===== src/rtl/modn_counter_pkg.sv =====
`default_nettype none
// ============================================================================
// Module      : modn_counter_pkg
// Description : Shared helpers for the cascaded modulo-N counter. Covers
//               load-data clamping and the direction-dependent terminal
//               digit value.
// Revision    : 1.0 - initial release
// ============================================================================
package modn_counter_pkg;

    // Limits on the parameters of the cascaded counter
    localparam int unsigned c_MODULUS_MIN = 2;
    localparam int unsigned c_MODULUS_MAX = 256;
    localparam int unsigned c_DIGITS_MIN  = 1;
    localparam int unsigned c_DIGITS_MAX  = 8;

    // Clamp a loaded digit into the legal range 0..modulus-1
    function automatic int unsigned clamp_digit(input int unsigned value,
                                                input int unsigned modulus);
        if (value >= modulus) begin
            clamp_digit = modulus - 1;
        end else begin
            clamp_digit = value;
        end
    endfunction

    // Digit value at which a digit is at the end of its range for the
    // given direction: top of range counting up, zero counting down
    function automatic int unsigned digit_terminal(input logic        up,
                                                   input int unsigned modulus);
        if (up) begin
            digit_terminal = modulus - 1;
        end else begin
            digit_terminal = 0;
        end
    endfunction

endpackage
`default_nettype wire


===== src/rtl/modn_counter_digit.sv =====
`default_nettype none
// ============================================================================
// Module      : modn_digit
// Description : One modulo-MODULUS digit of the cascaded counter. Steps up or
//               down by one when 'step' is high, with load taking priority.
//               Flags when it sits at the terminal value for the current
//               direction.
// Revision    : 1.0 - initial release
// ============================================================================
module modn_digit
    import modn_counter_pkg::*;
#(
    parameter  int unsigned MODULUS = 7,
    localparam int unsigned W       = $clog2(MODULUS)
) (
    input  logic         clock,
    input  logic         reset,
    input  logic         step,
    input  logic         up,
    input  logic         load,
    input  logic [W-1:0] ld_val,
    output logic [W-1:0] digit,
    output logic         at_term
);

    localparam logic [W-1:0] c_MAX = W'(MODULUS - 1);

    logic [W-1:0] r_digit;
    logic [W-1:0] w_next;
    logic [W-1:0] w_ld_clamped;
    logic [W-1:0] w_term_val;

    // Out-of-range load data is pulled down to the largest legal digit so the
    // register can never hold a value >= MODULUS
    assign w_ld_clamped = W'(clamp_digit(32'(ld_val), MODULUS));
    assign w_term_val   = W'(digit_terminal(up, MODULUS));

    // Terminal flag follows the direction input immediately
    assign at_term = (r_digit == w_term_val);
    assign digit   = r_digit;

    // Next-digit selection: load beats step; stepping rolls over at the ends
    always_comb begin
        w_next = r_digit;
        if (load) begin
            w_next = w_ld_clamped;
        end else if (step) begin
            if (up) begin
                w_next = (r_digit == c_MAX) ? '0 : (r_digit + W'(1));
            end else begin
                w_next = (r_digit == '0) ? c_MAX : (r_digit - W'(1));
            end
        end
    end

    // Digit register with synchronous reset
    always_ff @(posedge clock) begin
        if (reset) begin
            r_digit <= '0;
        end else begin
            r_digit <= w_next;
        end
    end

endmodule
`default_nettype wire


===== src/rtl/modn_cascade_counter.sv =====
`default_nettype none
// ============================================================================
// Module      : modn_cascade_counter
// Description : DIGITS cascaded modulo-MODULUS digits counting as a single
//               base-MODULUS number. Provides enable, up/down, parallel load,
//               wrap/saturate mode, a terminal-count flag and a registered
//               one-cycle wrap pulse for cascading.
// Revision    : 1.0 - initial release
// ============================================================================
module modn_cascade_counter
    import modn_counter_pkg::*;
#(
    parameter  int unsigned MODULUS = 7,
    parameter  int unsigned DIGITS  = 2,
    localparam int unsigned W       = $clog2(MODULUS)
) (
    input  logic                clock,
    input  logic                reset,
    input  logic                enable,
    input  logic                up,
    input  logic                wrap,
    input  logic                load,
    input  logic [DIGITS*W-1:0] load_value,
    output logic [DIGITS*W-1:0] value,
    output logic                at_terminal,
    output logic                wrapped
);

    // w_prefix[i] is high when digits 0..i-1 are all at terminal; the
    // extra top bit is the whole-chain terminal condition
    logic [DIGITS:0]   w_prefix;
    logic [DIGITS-1:0] w_term;
    logic [DIGITS-1:0] w_step;
    logic              w_sat_hold;
    logic              w_chain_wrap;
    logic              r_wrapped;

    assign w_prefix[0] = 1'b1;

    // One digit per position; each steps only when every lower digit is
    // at its terminal value, which forms the carry/borrow chain
    for (genvar i = 0; i < DIGITS; i++) begin : g_digit
        assign w_prefix[i+1] = w_prefix[i] & w_term[i];
        assign w_step[i]     = enable & w_prefix[i] & ~w_sat_hold;

        modn_digit #(
            .MODULUS (MODULUS)
        ) u_digit (
            .clock   (clock),
            .reset   (reset),
            .step    (w_step[i]),
            .up      (up),
            .load    (load),
            .ld_val  (load_value[i*W +: W]),
            .digit   (value[i*W +: W]),
            .at_term (w_term[i])
        );
    end

    assign at_terminal = w_prefix[DIGITS];

    // In saturate mode a full chain at its end must not roll over, so all
    // step strobes are suppressed
    assign w_sat_hold   = at_terminal & ~wrap;
    assign w_chain_wrap = enable & at_terminal & wrap;

    // Wrap pulse: high for the single cycle after a full-chain rollover
    always_ff @(posedge clock) begin
        if (reset) begin
            r_wrapped <= 1'b0;
        end else if (load) begin
            r_wrapped <= 1'b0;
        end else begin
            r_wrapped <= w_chain_wrap;
        end
    end

    assign wrapped = r_wrapped;

endmodule
`default_nettype wire


===== config.mk =====
export PLATFORM = sky130hd
export DESIGN_NAME = modn_cascade_counter
export DESIGN_NICKNAME = d
export VERILOG_FILES = /design/src/rtl/modn_counter_pkg.sv /design/src/rtl/modn_counter_digit.sv /design/src/rtl/modn_cascade_counter.sv
export SDC_FILE = /design/constraint.sdc
export NUM_CORES = 1
export LEC_CHECK = 0
export CORE_MARGIN = 8
export CORE_UTILIZATION = 38
export DETAILED_ROUTE_END_ITERATION = 16
export PLACE_DENSITY = 0.66
export SYNTH_ARGS = -nofsm -noshare
export SYNTH_HDL_FRONTEND = slang
export SYNTH_SLANG_ARGS = --single-unit

===== constraint.sdc =====
create_clock -name clock -period 2.05 [get_ports clock]
set_input_delay 0.3075 -clock clock [delete_from_list [all_inputs] [get_ports clock]]
set_output_delay 0.3075 -clock clock [all_outputs]
set_load 0.01 [all_outputs]

==> out/metrics.cfg <==
[clock_network]
cts_setup_buffers=0
htreeDepth=1
cts.path.max_buffers=2
cts_sinks=7
cts_buffers=3
clkTransAtPathRegs_ns=0.05
cts_tree=done
clk_latency_ns=0.26
root_buffer=clkbuf_4
cts_hold_buf=0

[die]
dieArea_mm2=0.003573
ioPinCount=20
fp.dieW_um=59.78
start_util_pct=38.70
dieHeight_um=59.78
rows=16
coreArea_mm2=0.001882

[flow_run]
drv_cap=0

[sta]
fmax_ghz=0.5461
hold_violations=0
period_share_pct=89.32
finClkSkew_ns=0.007076
rsz0062_at_grt=no
post-route-min-period_ns=1.831
fin_ws_ns=0.2189
finalSetupViolCount=0
drv_slew=0
setup_tns_ns=0
worst_pin_slew_ns=0.3534
maxSlewHeadroom_pct=76.37
whs_ns=0.6157

[setup_path]
critPathArrivalTime_ns=1.52
path_class=register to output pin
r2r-start=g_digit[1].u_digit.digit[1]
crit_required_ns=1.74
r2r_cells=6
critPathLaunchType=register
r2r_slack_ns=0.22
cp_max_fo=2
worst_r2r_endpoint=g_digit[0].u_digit.digit[1]
crit_path_end_kind=output pin

[final_layout]
final_area_mm2=0.001044
drive_gt1_share_pct=21.93
area_growth_pct=43.30
nNetsFinal=137
final_util_pct=55.45
antennaDiodeCount=0
stdcell_count=141

[global_routing]
grt_pass1_wl_um=2877
grt_max_degree=11
overflow=0
grt_usage_pct=10.54
grt_pass1_vias=690
antenna_found_initial=0

[placed_design]
preCtsSetupSlack_ns=-0.3802
gp_congestion=0.7857
portBuffers=19
place_area_mm2=0.001006
dp_hpwl_um=1398
numPlacedInstances=137

[yosys]
synth_edf_count=0
synth_ff_type=dfxtp_1
syn_area_um2=728.2
syn_inst=83
synth-seq-cells=7
yosysSeqAreaShare_pct=19.24
syn_area_per_cell_um2=8.773
yosys.area.top_type_share_pct=19.24
yosysWarnings=0
synth_area_leader_cell=dfxtp_1
syn_nets=105
netlist-cell-type-count=32
synthTopCellsByArea=dfxtp_1, ha_1, mux2i_1
synthArstFlopShare_pct=0

[route]
vias_per_cell=5.234
drt-initial-drc-count=20
finalWirelength_um=1742
drc=0
wl_per_cell_um=12.35
vias=738
detail-route-antenna-nets=0
drt-pass1-iter-count=4

[min_path]
hold_path.startpoint=load_value[0]
hold_path_end=g_digit[0].u_digit.digit[0]
hold_path_class=primary input to register
hold_depth=3

[pwr]
p_per_area_mw_per_mm2=463.6
leakagePower_nw=0.4239
peakVddDrop_uv=417.1
power_mw=0.4838

[run_status]
status=complete, no violations

## worst max-delay path: stages (launching register included)
cell	delay, ns
dfxtp_1	0.31
or3_1	0.38
a21oi_2	0.15
a21boi_2	0.19
clkdlybuf4s15_2	0.24
## power breakdown
| part | total (mW) | internal (mW) | leakage (nW) | switching (mW) |
|---|---|---|---|---|
| registers | 0.154 | 0.146 | 0.0579 | 0.00742 |
| clock network | 0.128 | 0.0745 | 0.0150 | 0.0539 |
| logic | 0.202 | 0.108 | 0.351 | 0.0943 |
| total | 0.484 | 0.328 | 0.424 | 0.156 |
## cell usage in the layout (no fill, tap or decap), types with 2 or more instances in the layout
cell type and instances:
clkdlybuf4s50_1 17, buf_4 11, ha_1 10, inv_1 8, dfxtp_1 7, nand2_1 6
nor2_1 6, a21oi_1 4, a311oi_1 3, mux2i_1 3, a211oi_1 3, clkbuf_4 3
or4_4 2, nand4b_1 2, nand3_1 2, a21oi_2 2, nor3b_1 2, o221ai_1 2
and4_1 2, o21ai_0 2, nand2b_1 2
## state kept, by name, indices dropped and copies added, names as in the netlist
signal / flops
g_digit.u_digit.digit: 6
wrapped: 1
## synthesized netlist by cell type (2+ instances only)
library cell,n
mux2i_1,3
a21oi_1,4
o221ai_1,2
nand2_1,6
o21ai_0,2
nand4b_1,2
dfxtp_1,7
a211oi_1,3
clkdlybuf4s25_2,2
nor2_1,6
a311oi_1,3
inv_1,8
nand3_1,2
a21oi_2,2
and4_1,2
or4_4,2
ha_1,10
nor3b_1,2
nand2b_1,2
## layout make-up
class | instances | area (um2)
clock buffer | 4 | 26.28
fill | 180 | 838.3
inverter | 8 | 30.03
multi-input combinational | 64 | 525.5
sequential | 7 | 140.1
tap | 27 | 33.78
timing repair buffer | 31 | 287.8
## how the worst max path moves through the flow
| stage | startpoint | to | cells after the start |
|---|---|---|---|
| after floorplan | g_digit[1].u_digit.digit[1] | g_digit[0].u_digit.digit[1] | 5 |
| after global placement | up | at_terminal | 5 |
| after detailed placement | up | at_terminal | 5 |
| after CTS | up | at_terminal | 5 |
| after global routing | g_digit[1].u_digit.digit[1] | g_digit[1].u_digit.digit[2] | 6 |
| final | g_digit[0].u_digit.digit[2] | at_terminal | 4 |
## cell families (layout without fill, tap and decap cells)
group           count (synthesis)  in the layout  share of synthesized area [%]
simple gates                   28             28                          24.40
compound gates                 23             23                          25.95
buf+inv                        12             43                          9.106
fa+ha+maj                      10             10                          17.18
flops                           7              7                          19.24
mux                             3              3                          4.124
## repair_timing
item	4_1_cts	5_1_grt
endpoints found under the setup margin	1	1
cloned	0	0
hold endpoints to repair	0	0
resized for setup	4	3
## routing by layer
| layer | part of all wire, % | vias to the layer above | global-route usage, % | routed length, um |
|---|---|---|---|---|
| met5 | 0 | - | 0 | 0 |
| met4 | 3.0 | 0 | 6.122 | 52 |
| met3 | 7.1 | 7 | 4.731 | 124 |
| met2 | 43 | 22 | 15.38 | 751 |
| met1 | 47 | 340 | 12.30 | 813 |
| li1 | - | 369 | - | - |
No activity file was read; power rests on OpenSTA's default activity.
